<file path="src/rtl/vga_timing_pkg.sv">
// Shared VGA timing definitions: default 640x480@60 constants, line/frame
// length helpers and the coordinate type used across the pixel path.
package vga_timing_pkg;

  typedef logic [9:0] coord_t;

  // Pixel-clock phase: reads go out on PH_READ, pins update on PH_OUT.
  typedef enum logic {
    PH_READ = 1'b0,
    PH_OUT  = 1'b1
  } phase_e;

  localparam int H_ACTIVE_DEF = 640;
  localparam int H_FP_DEF     = 16;
  localparam int H_SYNC_DEF   = 96;
  localparam int H_BP_DEF     = 48;

  localparam int V_ACTIVE_DEF = 480;
  localparam int V_FP_DEF     = 10;
  localparam int V_SYNC_DEF   = 2;
  localparam int V_BP_DEF     = 33;

  function automatic int h_total(input int active, input int fp, input int sync, input int bp);
    return active + fp + sync + bp;
  endfunction

  function automatic int v_total(input int active, input int fp, input int sync, input int bp);
    return active + fp + sync + bp;
  endfunction

endpackage

</file>
<file path="src/rtl/vga_scanout_if.sv">
// Frame buffer read port: the scanout drives address and strobe, the frame
// buffer answers with one 4-bit pixel a clock later.
interface vga_scanout_if;
  import vga_timing_pkg::*;

  coord_t      rd_x;
  coord_t      rd_y;
  logic        rd_en;
  logic [3:0]  rd_data;

  modport master (output rd_x, output rd_y, output rd_en, input rd_data);
  modport slave  (input rd_x, input rd_y, input rd_en, output rd_data);

endinterface

</file>
<file path="src/rtl/vga_sync_counter.sv">
// Pixel-phase divider plus horizontal/vertical scan counters, with the
// active-region, sync and blanking decode taken straight off the counters.
module vga_sync_counter
  import vga_timing_pkg::*;
#(
  parameter int H_ACTIVE = H_ACTIVE_DEF,
  parameter int H_FP     = H_FP_DEF,
  parameter int H_SYNC   = H_SYNC_DEF,
  parameter int H_BP     = H_BP_DEF,
  parameter int V_ACTIVE = V_ACTIVE_DEF,
  parameter int V_FP     = V_FP_DEF,
  parameter int V_SYNC   = V_SYNC_DEF,
  parameter int V_BP     = V_BP_DEF
) (
  input  logic   clk,
  input  logic   reset,
  output phase_e ph_o,
  output coord_t h_cnt_o,
  output coord_t v_cnt_o,
  output logic   active_o,
  output logic   hs_n_o,
  output logic   vs_n_o,
  output logic   vblank_o,
  output logic   origin_o
);

  localparam coord_t H_LAST       = coord_t'(h_total(H_ACTIVE, H_FP, H_SYNC, H_BP) - 1);
  localparam coord_t V_LAST       = coord_t'(v_total(V_ACTIVE, V_FP, V_SYNC, V_BP) - 1);
  localparam coord_t H_ACT        = coord_t'(H_ACTIVE);
  localparam coord_t V_ACT        = coord_t'(V_ACTIVE);
  localparam coord_t H_SYNC_FIRST = coord_t'(H_ACTIVE + H_FP);
  localparam coord_t H_SYNC_LAST  = coord_t'(H_ACTIVE + H_FP + H_SYNC - 1);
  localparam coord_t V_SYNC_FIRST = coord_t'(V_ACTIVE + V_FP);
  localparam coord_t V_SYNC_LAST  = coord_t'(V_ACTIVE + V_FP + V_SYNC - 1);

  phase_e ph_q, ph_d;
  coord_t h_cnt_q, h_cnt_d;
  coord_t v_cnt_q, v_cnt_d;

  // Next-state: phase toggles every clk; counters step only at the end of the output phase.
  always_comb begin
    ph_d    = (ph_q == PH_READ) ? PH_OUT : PH_READ;
    h_cnt_d = h_cnt_q;
    v_cnt_d = v_cnt_q;
    if (ph_q == PH_OUT) begin
      if (h_cnt_q == H_LAST) begin
        h_cnt_d = '0;
        v_cnt_d = (v_cnt_q == V_LAST) ? '0 : v_cnt_q + 10'd1;
      end else begin
        h_cnt_d = h_cnt_q + 10'd1;
      end
    end
  end

  // Phase and scan position registers; reset restarts the scan at (0,0) in the read phase.
  always_ff @(posedge clk) begin
    if (reset) begin
      ph_q    <= PH_READ;
      h_cnt_q <= '0;
      v_cnt_q <= '0;
    end else begin
      ph_q    <= ph_d;
      h_cnt_q <= h_cnt_d;
      v_cnt_q <= v_cnt_d;
    end
  end

  assign ph_o     = ph_q;
  assign h_cnt_o  = h_cnt_q;
  assign v_cnt_o  = v_cnt_q;
  assign active_o = (h_cnt_q < H_ACT) && (v_cnt_q < V_ACT);
  assign hs_n_o   = !((h_cnt_q >= H_SYNC_FIRST) && (h_cnt_q <= H_SYNC_LAST));
  assign vs_n_o   = !((v_cnt_q >= V_SYNC_FIRST) && (v_cnt_q <= V_SYNC_LAST));
  assign vblank_o = (v_cnt_q >= V_ACT);
  assign origin_o = (h_cnt_q == '0) && (v_cnt_q == '0);

endmodule

</file>
<file path="src/rtl/vga_scanout.sv">
// Display-side frame buffer reader: issues one read per visible pixel in the
// read phase and registers colour, syncs and frame markers in the output phase.
module vga_scanout
  import vga_timing_pkg::*;
#(
  parameter int H_ACTIVE = H_ACTIVE_DEF,
  parameter int H_FP     = H_FP_DEF,
  parameter int H_SYNC   = H_SYNC_DEF,
  parameter int H_BP     = H_BP_DEF,
  parameter int V_ACTIVE = V_ACTIVE_DEF,
  parameter int V_FP     = V_FP_DEF,
  parameter int V_SYNC   = V_SYNC_DEF,
  parameter int V_BP     = V_BP_DEF
) (
  input  logic          clk,
  input  logic          reset,
  vga_scanout_if.master fb,
  output logic [3:0]    vga_r,
  output logic [3:0]    vga_g,
  output logic [3:0]    vga_b,
  output logic          vga_hs,
  output logic          vga_vs,
  output logic          vblank,
  output logic          frame_start
);

  phase_e ph;
  coord_t h_cnt;
  coord_t v_cnt;
  logic   active;
  logic   hs_n;
  logic   vs_n;
  logic   vblank_now;
  logic   origin;

  vga_sync_counter #(
    .H_ACTIVE (H_ACTIVE),
    .H_FP     (H_FP),
    .H_SYNC   (H_SYNC),
    .H_BP     (H_BP),
    .V_ACTIVE (V_ACTIVE),
    .V_FP     (V_FP),
    .V_SYNC   (V_SYNC),
    .V_BP     (V_BP)
  ) u_sync (
    .clk      (clk),
    .reset    (reset),
    .ph_o     (ph),
    .h_cnt_o  (h_cnt),
    .v_cnt_o  (v_cnt),
    .active_o (active),
    .hs_n_o   (hs_n),
    .vs_n_o   (vs_n),
    .vblank_o (vblank_now),
    .origin_o (origin)
  );

  logic       rd_en_q, rd_en_d;
  coord_t     rd_x_q, rd_x_d;
  coord_t     rd_y_q, rd_y_d;
  logic [3:0] colour_q, colour_d;
  logic       hs_q, hs_d;
  logic       vs_q, vs_d;
  logic       vblank_q, vblank_d;
  logic       frame_start_q, frame_start_d;

  // Read phase launches the fetch; output phase captures the returned pixel
  // together with the syncs so every pin moves on the same edge.
  always_comb begin
    rd_en_d       = rd_en_q;
    rd_x_d        = rd_x_q;
    rd_y_d        = rd_y_q;
    colour_d      = colour_q;
    hs_d          = hs_q;
    vs_d          = vs_q;
    vblank_d      = vblank_q;
    frame_start_d = frame_start_q;
    if (ph == PH_READ) begin
      rd_en_d       = active;
      frame_start_d = 1'b0;
      if (active) begin
        rd_x_d = h_cnt;
        rd_y_d = v_cnt;
      end
    end else begin
      rd_en_d       = 1'b0;
      colour_d      = active ? fb.rd_data : 4'h0;
      hs_d          = hs_n;
      vs_d          = vs_n;
      vblank_d      = vblank_now;
      frame_start_d = origin;
    end
  end

  // Read-port and pin registers; reset parks the pins idle with syncs deasserted.
  always_ff @(posedge clk) begin
    if (reset) begin
      rd_en_q       <= 1'b0;
      rd_x_q        <= '0;
      rd_y_q        <= '0;
      colour_q      <= 4'h0;
      hs_q          <= 1'b1;
      vs_q          <= 1'b1;
      vblank_q      <= 1'b0;
      frame_start_q <= 1'b0;
    end else begin
      rd_en_q       <= rd_en_d;
      rd_x_q        <= rd_x_d;
      rd_y_q        <= rd_y_d;
      colour_q      <= colour_d;
      hs_q          <= hs_d;
      vs_q          <= vs_d;
      vblank_q      <= vblank_d;
      frame_start_q <= frame_start_d;
    end
  end

  assign fb.rd_en    = rd_en_q;
  assign fb.rd_x     = rd_x_q;
  assign fb.rd_y     = rd_y_q;
  assign vga_r       = colour_q;
  assign vga_g       = colour_q;
  assign vga_b       = colour_q;
  assign vga_hs      = hs_q;
  assign vga_vs      = vs_q;
  assign vblank      = vblank_q;
  assign frame_start = frame_start_q;

endmodule

</file>
<file path="src/flat_wrapper.sv">
// flat-port wrapper written by rule: the top's interface ports become plain ports
module vga_scanout_flat import vga_timing_pkg::*;
#(
  parameter int H_ACTIVE = H_ACTIVE_DEF,
  parameter int H_FP     = H_FP_DEF,
  parameter int H_SYNC   = H_SYNC_DEF,
  parameter int H_BP     = H_BP_DEF,
  parameter int V_ACTIVE = V_ACTIVE_DEF,
  parameter int V_FP     = V_FP_DEF,
  parameter int V_SYNC   = V_SYNC_DEF,
  parameter int V_BP     = V_BP_DEF
)
  (clk, reset, vga_r, vga_g, vga_b, vga_hs, vga_vs, vblank, frame_start, fb_rd_x, fb_rd_y, fb_rd_en, fb_rd_data);
  vga_scanout_if fb_i ();
  input  logic clk;
  input  logic reset;
  output logic [3:0] vga_r;
  output logic [3:0] vga_g;
  output logic [3:0] vga_b;
  output logic vga_hs;
  output logic vga_vs;
  output logic vblank;
  output logic frame_start;
  output wire logic [$bits(fb_i.rd_x)-1:0] fb_rd_x;
  output wire logic [$bits(fb_i.rd_y)-1:0] fb_rd_y;
  output wire logic [$bits(fb_i.rd_en)-1:0] fb_rd_en;
  input wire logic [$bits(fb_i.rd_data)-1:0] fb_rd_data;
  assign fb_rd_x = fb_i.rd_x;
  assign fb_rd_y = fb_i.rd_y;
  assign fb_rd_en = fb_i.rd_en;
  assign fb_i.rd_data = fb_rd_data;
  vga_scanout #(.H_ACTIVE(H_ACTIVE), .H_FP(H_FP), .H_SYNC(H_SYNC), .H_BP(H_BP), .V_ACTIVE(V_ACTIVE), .V_FP(V_FP), .V_SYNC(V_SYNC), .V_BP(V_BP)) u_core (.clk(clk), .reset(reset), .fb(fb_i), .vga_r(vga_r), .vga_g(vga_g), .vga_b(vga_b), .vga_hs(vga_hs), .vga_vs(vga_vs), .vblank(vblank), .frame_start(frame_start));
endmodule
</file>
<file path="config.mk">
export PLATFORM = sky130hd
export DESIGN_NAME = vga_scanout_flat
export DESIGN_NICKNAME = d
export VERILOG_FILES = /design/src/rtl/vga_timing_pkg.sv /design/src/rtl/vga_scanout_if.sv /design/src/rtl/vga_sync_counter.sv /design/src/rtl/vga_scanout.sv /design/src/flat_wrapper.sv
export SDC_FILE = /design/constraint.sdc
export NUM_CORES = 1
export LEC_CHECK = 0
export BUFFER_PORTS_ARGS = -buffer_cell sky130_fd_sc_hd__buf_2
export CAP_MARGIN = 20
export CORE_ASPECT_RATIO = 2
export CORE_MARGIN = 4
export CORE_UTILIZATION = 58
export DETAILED_ROUTE_END_ITERATION = 6
export PLACE_DENSITY = 0.95
export SLEW_MARGIN = 0
export SYNTH_ARGS = -nofsm -noshare
export SYNTH_HDL_FRONTEND = slang
export SYNTH_SLANG_ARGS = --single-unit
</file>
<file path="constraint.sdc">
create_clock -name clk -period 4.5 [get_ports clk]
set_input_delay 0.45 -clock clk [delete_from_list [all_inputs] [get_ports clk]]
set_output_delay 0.45 -clock clk [all_outputs]
set_load 0.005 [all_outputs]
</file>
# --- After elaboration in Yosys (flattened, before gate mapping) ---
# Cells that the tools add are included.
word_totals:
  register_bits: 50
  inputBits: 6
  out_inout_bits: 37
  elab_cells: 39
classes:
  n_addsub: 2
  order_cmp: 7
  n_eq_ne: 2
  mux: 4
  bitwise_logic: 1
  n_reduce_logical: 12
ops:
  columns: ["cell", "count"]
  rows:
  - ["$add 10x1->10 const B", 2]
  - ["$eq 10x10->1 const B", 2]
  - ["$ge 10x9->1 const B", 2]
  - ["$logic_not 10->1", 2]
  - ["$mux 10", 2]
  - ["$ge 10x10->1 const B", 1]
  - ["$le 10x10->1 const B", 1]
  - ["$le 10x9->1 const B", 1]
  - ["$lt 10x10->1 const B", 1]
  - ["$lt 10x9->1 const B", 1]
  - ["$logic_and 1x1->1", 4]
  - ["$mux 4", 1]
  - ["$reduce_and 2->1", 2]
  - ["$reduce_or 2->1", 2]
  - ["$logic_not 1->1", 2]
  - ["$mux 1", 1]
  - ["$not 1->1", 1]

# --- Longest topological paths before layout ---
# Gate-level depths: netlist of the first run.
depth:
  ltp_word: 3
  depth_mapped: 7
  mapped_depth_nobuf: 6

# --- Modules after synthesis ---
# Synthesis of the first run repeated with hierarchy kept, for this count alone.
unflattened:
  cells_unflattened: 260
  hier_area_um2: 2557.5
by_module_without_submodules:
  columns: ["module", "instances", "cells_each", "area_each_um2", "seq_area_each_um2"]
  rows:
  - ["vga_scanout", 1, 130, 1400.1, 580.6]
  - ["vga_sync_counter", 1, 130, 1157.4, 420.4]

# --- Worst setup path before layout of the first run ---
# OpenSTA, ideal clock, no wires.
synth_path:
  kind: "register -> register"
  start: "register u_core.u_sync.h_cnt_q[0] (netlist: u_core.u_sync.h_cnt_o[0])"
  end: "register u_core.u_sync.v_cnt_q[6] (netlist: u_core.u_sync.v_cnt_o[6])"
  setup_time_ps: 70
  arrival_ps: 1859
  t_required_ps: 4430
  slack_ps: 2571
  path_stages_with_launch: 7
  n_path_buf: 1
  period_less_slack_ps: 1929
  cell_sequence: "dfxtp_1 ha_1 nand4_4 or3_1 buf_2 or4_1 a21oi_1"
synth_between:
  elab_chain_len: 2
synth_lines:
  columns: ["element", "line_no", "source"]
  rows:
  - ["start, declared", "vga_sync_counter.sv:37", "coord_t h_cnt_q, h_cnt_d;"]
  - ["start signal, assigned", "vga_sync_counter.sv:63", "h_cnt_q <= h_cnt_d;"]
  - ["$eq 10x10->1", "vga_sync_counter.sv:46", "if (h_cnt_q == H_LAST) begin"]
  - ["$reduce_and 2->1 (no source line)", null, null]
  - ["end signal, assigned", "vga_sync_counter.sv:64", "v_cnt_q <= v_cnt_d;"]
  - ["end, declared", "vga_sync_counter.sv:38", "coord_t v_cnt_q, v_cnt_d;"]
# Every way passes these cells.
# A chain may end at the register's enable or synchronous reset.

# --- Worst setup path in the final report of the first run ---
layout_path:
  start: "register u_core.u_sync.ph_q (netlist: u_core.u_sync.ph_o)"
  end: "register u_core.u_sync.v_cnt_q[4] (netlist: u_core.u_sync.v_cnt_o[4])"
layout_between:
  elab_chain_len: 1
layout_lines:
  columns: ["element", "line_no", "source"]
  rows:
  - ["start, declared", "vga_sync_counter.sv:36", "phase_e ph_q, ph_d;"]
  - ["start signal, assigned", "vga_sync_counter.sv:62", "ph_q <= ph_d;"]
  - ["$reduce_and 2->1 (no source line)", null, null]
# Every way passes these cells.

==> results of run 1 <==
-- per-layer routing --
layer,GRT usage,vias to the layer above
li1,-,934
met1,0.204,888
met2,0.391,40
met3,0.0445,15
met4,0.128,0
met5,0,-
-- worst max-delay path by stage --
stage / from / end / slack (ns) / depth (start not counted)
2_1_floorplan: u_core.u_sync.h_cnt_o[0] / u_core.u_sync.v_cnt_o[6] / 2.57 / 6
3_3_place_gp: u_core.u_sync.ph_o / u_core.u_sync.v_cnt_o[4] / 2.32 / 4
3_5_place_dp: u_core.u_sync.ph_o / u_core.u_sync.v_cnt_o[4] / 2.19 / 4
4_1_cts: u_core.u_sync.ph_o / u_core.u_sync.v_cnt_o[4] / 2.17 / 4
5_1_grt: u_core.u_sync.ph_o / u_core.u_sync.v_cnt_o[4] / 1.97 / 4
6_report: u_core.u_sync.ph_o / u_core.u_sync.v_cnt_o[4] / 2.13 / 4
-- area by class of cell --
| type | instances | area share |
|---|---|---|
| inverters | 5 | 0.00776 |
| clock buffers | 7 | 0.0357 |
| clock inverters | 1 | 0.00207 |
| multi-input cells | 179 | 0.423 |
| repair buffers | 43 | 0.0916 |
| well taps | 49 | 0.0254 |
| flip-flops and latches | 50 | 0.414 |
-- critical path: cells and delay by family (launching register included) --
kind	cells	cell delay, ns
simple gates	3	1.44
flops	1	0.70
compound gates	1	0.15
-- registers in the layout, summed over array words and instances (netlist names) --
signal and count:
u_core.u_sync.h_cnt_o 10, u_core.vga_b 4, u_core.fb.rd_x 10, u_core.fb.rd_en 1, u_core.frame_start 1, u_core.u_sync.ph_o 1
u_core.fb.rd_y 10, u_core.vga_hs 1, u_core.vblank 1, u_core.vga_vs 1, u_core.u_sync.v_cnt_o 10
-- stage by stage --
step / worst slack [ns] / util / cell area (µm²)
after floorplan: 2.57 / - / 2150
after global placement: 2.32 / 0.642 / 2310
after detailed placement: 2.19 / 0.645 / 2330
after CTS: 2.17 / 0.670 / 2420
after global routing: 1.97 / 0.670 / 2420
final: 2.13 / 0.670 / 2420
-- cell usage after synthesis (all sizes together) --
| library cell | number |
|---|---|
| a31oi | 1 |
| o21bai | 1 |
| and3 | 3 |
| or3 | 6 |
| a22o | 4 |
| o21a | 1 |
| dfxtp | 50 |
| xnor2 | 3 |
| buf | 12 |
| nand2 | 48 |
| nand2b | 3 |
| or4 | 4 |
| nand4 | 5 |
| clkbuf | 10 |
| nand3 | 10 |
| nor3 | 9 |
| nor4 | 2 |
| or2 | 2 |
| nand4b | 1 |
| a41o | 1 |
| nor2 | 13 |
| o31a | 1 |
| nor3b | 1 |
| and2b | 1 |
| xor2 | 5 |
| ha | 5 |
| inv | 5 |
| o31ai | 4 |
| a21oi | 31 |
| a211oi | 1 |
| o21ai | 5 |
| nor4b | 2 |
| and4 | 2 |
| nor2b | 2 |
| nand3b | 1 |
| or4b | 1 |
-- cells by family after synthesis --
family	count (synthesis)
and+or+nand+nor	116
AOI/OAI and AO/OA	50
DFF	50
buffers and inverters	27
xor gates and xnor gates	8
adders and majority gates	5
-- report_power, final --
part           switching, µW  leakage [µW]  internal [µW]
combinational           26.8      0.000508           18.8
sequential              9.71      0.000405            450
clock                    141     0.0000482            124
==> run_results.csv, run 1 <==
group,metric,value,unit
detailed_routing,drc,0,
critical_path,cp_cell_sequence,"nand4_4 > or3_1 > or4b_1 > a21oi_1",
clock_tree,clk_latency,0.30,ns
power_and_ir_drop,p_per_area,319,nW/µm²
min_path,worstHoldStart,"fb_rd_data[1]",
logic_synthesis,synth.mux.area_fraction,0,
logic_synthesis,syn_area,2150,µm²
cells_and_area,num_antenna_cells,0,
sta,tns,0,ns
sta,finClkSkew,0.00483,ns
sta,whs,0.346,ns
min_path,min_path_type,"in -> reg",
placement,place_congestion,0.904,
detailed_routing,met1_length,1.78,mm
detailed_routing,highest_layer,"met4",
die,design.core.area,3610,µm²
power_and_ir_drop,p_total,771,µW
die,die_y,94.2,µm
cells_and_area,final-seq-area,1000,µm²
detailed_routing,drtAntennaViolNets,0,
logic_synthesis,ys_seq_elements,50,
logic_synthesis,syn_avg_cell_area,8.42,µm²
clock_tree,numCtsBuffers,5,
clock_tree,holdBufCountCts,0,
logic_synthesis,syn_nets,267,
clock_tree,clockRootBuffer,"clkbuf_8",
die,fp-row-count,31,
detailed_routing,first_iter_violations,52,
critical_path,max_stage_delay,0.70,ns
logic_synthesis,synth_compound_area_frac,0.138,
logic_synthesis,seq_area_frac_synth,0.465,
critical_path,crit_required,4.73,ns
detailed_routing,wl_per_cell,14.1,µm
sta,finalCriticalPeriod,2.37,ns
critical_path,cp_max_fo,17,
grt,grt_pass1_vias,1720,
sta,relSlewSlack,0.424,
clock_tree,cts_sinks,50,
grt,grt_max_degree,42,
clock_tree,cts_tree,"built",
detailed_routing,dr.pass1.iters,4,
detailed_routing,met3_wirelength,183,µm
detailed_routing,vias_per_cell,5.62,
run_status,outcome,"finished clean",
die,die_w,51.1,µm
cells_and_area,mostFrequentLayoutCell,"dfxtp_1",
logic_synthesis,synthXorXnorAreaFrac,0.0325,
sta,tightestPinTransition,0.857,ns
logic_synthesis,syn_inst,256,
power_and_ir_drop,ir_worst_vdd,302,µV
sta,fmax,0.422,GHz
grt,grt.total_usage,0.212,
critical_path,r2r_setup_slack,2.13,ns
clock_tree,post_cts_buffers,0,
grt,overflow,0,
logic_synthesis,netlist.area_leader.share,0.465,
grt,grt_pass1_wl,7.67,mm
cells_and_area,final.fill_count,324,
cells_and_area,area_delta_synth_final,12.2,%
critical_path,reg2reg_depth,4,
critical_path,start_kind,"flip-flop",
die,die-area,4810,µm²
min_path,whs_path_depth,2,
detailed_routing,wl_met2,2.60,mm
logic_synthesis,yosys.area.top_type,"dfxtp_1",
placement,dp_cells,326,
detailed_routing,dr_total_vias,1877,
logic_synthesis,ys_types,40,
logic_synthesis,synthAdderAreaFrac,0.0290,
critical_path,arrival,2.60,ns
clock_tree,clk_path_buf_depth,2,
sta,min_period_over_period,0.527,
clock_tree,clk_pin_slew_worst_paths,0.09,ns
critical_path,r2r_start,"u_core.u_sync.ph_o",
critical_path,crit_type,"reg -> reg",
cells_and_area,multi_input_area,1020,µm²
logic_synthesis,ys_warn_count,0,
logic_synthesis,yosys.area_share.simple,0.274,
clock_tree,htreeDepth,2,
detailed_routing,totalWireLength,4.71,mm
min_path,min_to,"u_core.vga_b[1]",
cells_and_area,mostFrequentLayoutCells,"dfxtp_1, nand2_1, buf_2",
critical_path,end_kind,"flip-flop",
cells_and_area,nets,295,
sta,drv_slew,0,
clock_tree,ctsResizeCount,0,
sta,setup_viol,0,
die,ios,43,
placement,hpwl,3.44,mm
placement,port_buffers,42,
die,initial_utilization,0.597,
sta,hold_viol_final,0,
cells_and_area,fin_cells,334,
sta,rsz0062_at_grt,"no",
grt,antenna_found_initial,0,
power_and_ir_drop,p_leak,0.000962,µW
cells_and_area,drive_above_1_share,0.189,
critical_path,cpMaxStageDelayCell,"dfxtp_1",
logic_synthesis,synth_top_family_by_area,"simple AND/OR/NAND/NOR gates",
critical_path,r2r_end,"u_core.u_sync.v_cnt_o[4]",
logic_synthesis,ys_top_cells_by_area,"dfxtp_1, nand2_1, a21oi_1",
run,max_cap_violations,0,
(Power assumes the default switching activity.)
==> run 2, diff against run 1 <==
- CORE_UTILIZATION: 58 -> 54
- PLACE_DENSITY: 0.95 -> 0.91
- clock period: 4.5 -> 2.2 ns (I/O delays scaled with it)
==> run 2 against run 1 <==
Against the previous run: sequential cell count did not move; setup slack got worse by 2.0 ns; sequential share of layout area fell by 1.2 points; fmax rose by 15%; global-route usage fell by 0.93 points; highest routed layer unchanged.
==> run_results.csv, run 2 (synthesized netlist as in run 1, its figures left out) <==
group,metric,value,unit
run_status,outcome,"finished clean",
cells_and_area,fin_cells,346,
sta,min_period_over_period,0.941,
cells_and_area,mostFrequentLayoutCell,"dfxtp_1",
critical_path,cpMaxStageDelayCell,"or4_1",
sta,whs,0.119,ns
grt,grt_pass1_wl,7.95,mm
sta,hold_viol_final,0,
critical_path,reg2reg_depth,5,
sta,finalCriticalPeriod,2.07,ns
detailed_routing,drc,0,
grt,antenna_found_initial,0,
sta,drv_slew,0,
grt,grt.total_usage,0.202,
critical_path,arrival,2.29,ns
power_and_ir_drop,p_per_area,625,nW/µm²
sta,tightestPinTransition,0.729,ns
sta,setup_viol,0,
critical_path,crit_required,2.42,ns
critical_path,start_kind,"flip-flop",
die,ios,43,
critical_path,path_delay_family,"simple AND/OR/NAND/NOR gates",
cells_and_area,fin_util,0.648,
placement,place_congestion,0.958,
cells_and_area,mostFrequentLayoutCells,"dfxtp_1, nand2_1, buf_2",
die,die_y,97.3,µm
placement,placed_cell_area,2400,µm²
placement,hpwl,3.55,mm
cells_and_area,num_antenna_cells,0,
clock_tree,htreeDepth,2,
detailed_routing,drtAntennaViolNets,0,
power_and_ir_drop,p_leak,0.00101,µW
grt,grt_max_degree,42,
critical_path,cp_cell_sequence,"ha_1 > nand4_4 > or3_4 > or4_1 > a21oi_1",
detailed_routing,first_iter_violations,66,
min_path,whs_path_depth,2,
sta,finClkSkew,0.0156,ns
clock_tree,numCtsBuffers,5,
critical_path,path_depth,5,
min_path,min_path_type,"in -> reg",
sta,tns,0,ns
die,design.core.area,3840,µm²
run,max_cap_violations,0,
detailed_routing,dr_total_vias,1920,
sta,relSlewSlack,0.514,
clock_tree,cts_sinks,50,
clock_tree,clk_path_buf_depth,2,
grt,overflow,0,
cells_and_area,area_delta_synth_final,15.6,%
placement,dp_cells,338,
critical_path,end_kind,"flip-flop",
critical_path,cp_max_fo,15,
die,fp-row-count,32,
detailed_routing,totalWireLength,4.85,mm
cells_and_area,final.fill_count,344,
clock_tree,cts_tree,"built",
detailed_routing,vias_per_cell,5.55,
clock_tree,clk_pin_slew_worst_paths,0.09,ns
critical_path,cp_num_buf_inv,0,
cells_and_area,nets,305,
die,initial_utilization,0.561,
power_and_ir_drop,ir_worst_vdd,564,µV
detailed_routing,dr.pass1.iters,4,
critical_path,r2r_setup_slack,0.13,ns
sta,rsz0062_at_grt,"no",
detailed_routing,wl_per_cell,14.0,µm
cells_and_area,drive_above_1_share,0.220,
critical_path,max_stage_delay,0.50,ns
placement,port_buffers,42,
die,die_w,52.7,µm
clock_tree,clk_latency,0.31,ns
sta,fmax,0.483,GHz
clock_tree,clockRootBuffer,"clkbuf_8",
critical_path,crit_type,"reg -> reg",
clock_tree,holdBufCountCts,0,
grt,grt_pass1_vias,1740,
die,die-area,5130,µm²
cells_and_area,design_area,2490,µm²
run 2: cell types whose count changed in the layout (fill, tap and decap cells not counted):
| cell | before | now |
|---|---|---|
| or3_4 | 0 | 1 |
| clkinv_4 | 0 | 1 |
| clkbuf_8 | 6 | 5 |
| buf_6 | 1 | 0 |
| or3_1 | 6 | 5 |
| buf_4 | 0 | 11 |
run 2: path summary, 6_finish.rpt:
path	from	endpoint
worst min-delay path	fb_rd_data[3]	u_core.vga_b[3]
worst max register to register	u_core.u_sync.h_cnt_o[1]	u_core.u_sync.v_cnt_o[9]
worst min register to register	u_core.fb.rd_y[7]	u_core.fb.rd_y[7]
worst max-delay path	u_core.u_sync.h_cnt_o[1]	u_core.u_sync.v_cnt_o[9]
run 2: worst reg2reg max path, cell delays in order (launching register included):
cell,delay [ns]
dfxtp_1,0.40
ha_1,0.26
nand4_4,0.11
or3_4,0.48
or4_1,0.50
a21oi_1,0.23
run 2: what timing repair did:
item | 4_1_cts | 5_1_grt
gates resized for setup | 0 | 1
endpoints found under the setup margin | 0 | 6
setup buffers | 0 | 0
run 2: power breakdown:
group          internal [µW]  switching, µW
logic                   40.8           61.6
registers                922           14.4
clock network            225            294
run 2: through the flow:
step / setup slack [ns] / total power [µW]
after CTS: 0.000382 / 1570
after detailed placement: 0.0833 / 1060
after global routing: 0.0676 / 1620
after floorplan: 0.271 / 1030
after global placement: 0.151 / 1060
final: 0.131 / 1560
run 2: layout make-up:
type	instances	area, µm²	share of cell area
flip-flops and latches	50	1000	0.402
clock buffers	6	72.6	0.0291
repair buffers	53	293	0.118
clock inverters	2	13.8	0.00552
inverters	5	18.8	0.00753
multi-input cells	179	1030	0.413
well taps	51	63.8	0.0256
run 2: per-layer routing:
layer / wire [µm] / track usage / up-vias / part of all wire
met5: 0 / 0 / - / 0
met4: 159 / 0.0984 / 0 / 0.033
met3: 153 / 0.0369 / 11 / 0.032
met2: 2700 / 0.374 / 38 / 0.56
met1: 1840 / 0.202 / 912 / 0.38
li1: - / - / 959 / -
==> run 3, diff against run 2 <==
- CORE_UTILIZATION: 54 -> 56
- CTS_BUF_LIST: default -> sky130_fd_sc_hd__clkbuf_4
- PLACE_DENSITY: 0.91 -> 0.93
==> run 3 against run 2 <==
Against the previous run: clock-buffer cell count is 1 lower; final area is 1.4% lower; cell count is 0.58% lower; via count is 1.9% higher; setup slack better by 0.081 ns; total power is 7.1% lower; sequential cell count stayed put.
==> run_results.csv, run 3 (synthesized netlist as in run 1, its figures left out) <==
group,metric,value,unit
clock_tree,htreeDepth,2,
critical_path,cp_max_fo,13,
power_and_ir_drop,combPwrFrac,0.071,
sta,setup_viol,0,
placement,place_congestion,0.922,
detailed_routing,dr.pass1.iters,4,
critical_path,path_delay_family,"simple AND/OR/NAND/NOR gates",
placement,hpwl,3.81,mm
critical_path,max_stage_delay,0.50,ns
grt,grt_max_degree,42,
die,fp-row-count,31,
grt,antenna_found_initial,0,
sta,fmax,0.503,GHz
sta,finClkSkew,0.0198,ns
min_path,whs_path_depth,2,
grt,overflow,0,
critical_path,reg2reg_depth,5,
clock_tree,clk_pin_slew_worst_paths,0.13,ns
die,die_w,51.9,µm
power_and_ir_drop,p_leak,0.000993,µW
cells_and_area,final-seq-area,1000,µm²
run,max_cap_violations,0,
sta,finalCriticalPeriod,1.99,ns
placement,dp_cells,336,
cells_and_area,nets,305,
power_and_ir_drop,clockPowerShare,0.280,
sta,relSlewSlack,0.516,
cells_and_area,area_delta_synth_final,14.0,%
sta,tightestPinTransition,0.725,ns
grt,grt.total_usage,0.228,
die,die-area,4960,µm²
clock_tree,cts_sinks,50,
critical_path,end_kind,"flip-flop",
critical_path,arrival,2.29,ns
critical_path,start_kind,"flip-flop",
sta,min_period_over_period,0.904,
power_and_ir_drop,ir_worst_vdd,429,µV
cells_and_area,num_antenna_cells,0,
power_and_ir_drop,p_per_area,589,nW/µm²
cells_and_area,mostFrequentLayoutCell,"dfxtp_1",
sta,rsz0062_at_grt,"no",
clock_tree,clk_path_buf_depth,2,
power_and_ir_drop,seqPwrFrac,0.648,
power_and_ir_drop,swShare,0.251,
clock_tree,cts_tree,"built",
critical_path,cp_num_buf_inv,0,
die,die_y,95.7,µm
cells_and_area,fin_cells,344,
detailed_routing,totalWireLength,5.18,mm
placement,port_buffers,42,
critical_path,crit_type,"reg -> reg",
power_and_ir_drop,p_sw,364,µW
detailed_routing,wl_per_cell,15.1,µm
grt,grt_pass1_vias,1822,
cells_and_area,drive_above_1_share,0.220,
critical_path,cp_cell_sequence,"ha_1 > nand4_4 > or3_4 > or4_1 > a21oi_1",
sta,hold_viol_final,0,
detailed_routing,first_iter_violations,76,
die,ios,43,
critical_path,crit_required,2.50,ns
cells_and_area,multi_input_area,1030,µm²
clock_tree,clockRootBuffer,"clkbuf_4",
power_and_ir_drop,intPower,1080,µW
cells_and_area,mostFrequentLayoutCells,"dfxtp_1, nand2_1, buf_2",
sta,drv_slew,0,
min_path,min_path_type,"in -> reg",
critical_path,path_depth,5,
cells_and_area,final.fill_count,299,
run_status,outcome,"finished clean",
detailed_routing,dr_total_vias,1957,
die,design.core.area,3680,µm²
clock_tree,clk_latency,0.38,ns
critical_path,cpMaxStageDelayCell,"or4_1",
detailed_routing,vias_per_cell,5.69,
sta,tns,0,ns
detailed_routing,drtAntennaViolNets,0,
clock_tree,numCtsBuffers,5,
grt,grt_pass1_wl,8.47,mm
detailed_routing,drc,0,
die,initial_utilization,0.585,
==> run 3: path summary, 6_finish.rpt <==
kind,start,end,slack (ns)
setup / recovery,u_core.u_sync.h_cnt_o[1],u_core.u_sync.v_cnt_o[7],0.21
hold reg to reg,u_core.fb.rd_x[8],u_core.fb.rd_x[8],0.46
setup reg to reg,u_core.u_sync.h_cnt_o[1],u_core.u_sync.v_cnt_o[7],0.21
hold / removal,fb_rd_data[3],u_core.vga_b[3],0.05
==> run 3: stage by stage <==
step                area (µm²)  hold slack (ns)  power (µW)   util  setup WS (ns)
floorplan                 2150            0.332        1030      -          0.271
global placement          2400            0.431        1060  0.651          0.190
detailed placement        2400            0.434        1060  0.651          0.140
CTS                       2450           0.0533        1450  0.665          0.115
global route              2460           0.0566        1500  0.667          0.118
finish                    2460           0.0543        1450  0.667          0.211
==> run 3: timing repair <==
item	CTS	global route
endpoints found under the setup margin	0	5
setup buffers	0	0
resized for setup	0	1
hold buffers	0	0
==> run 3: per-layer routing <==
| layer | vias up | wire length [µm] | global-route usage |
|---|---|---|---|
| met3 | 21 | 177 | 0.0372 |
| met5 | - | 0 | 0 |
| met1 | 921 | 1830 | 0.229 |
| li1 | 956 | - | - |
| met4 | 0 | 229 | 0.125 |
| met2 | 59 | 2940 | 0.425 |
==> run 3: cell type report <==
| type | count | share of cell area |
|---|---|---|
| Multi-Input combinational cell | 179 | 0.419 |
| Tap cell | 49 | 0.0250 |
| Sequential cell | 50 | 0.408 |
| Timing Repair Buffer | 53 | 0.119 |
| Inverter | 5 | 0.00764 |
| Clock inverter | 3 | 0.00662 |
| Clock buffer | 5 | 0.0153 |
==> run 3: power groups by stage <==
stage | Clock [µW] | Sequential (µW) | Combinational (µW)
after CTS | 413 | 938 | 104
after global routing | 445 | 941 | 114
after detailed placement | 0 | 958 | 104
after global placement | 0 | 956 | 101
after floorplan | 0 | 955 | 71.3
final | 405 | 938 | 103
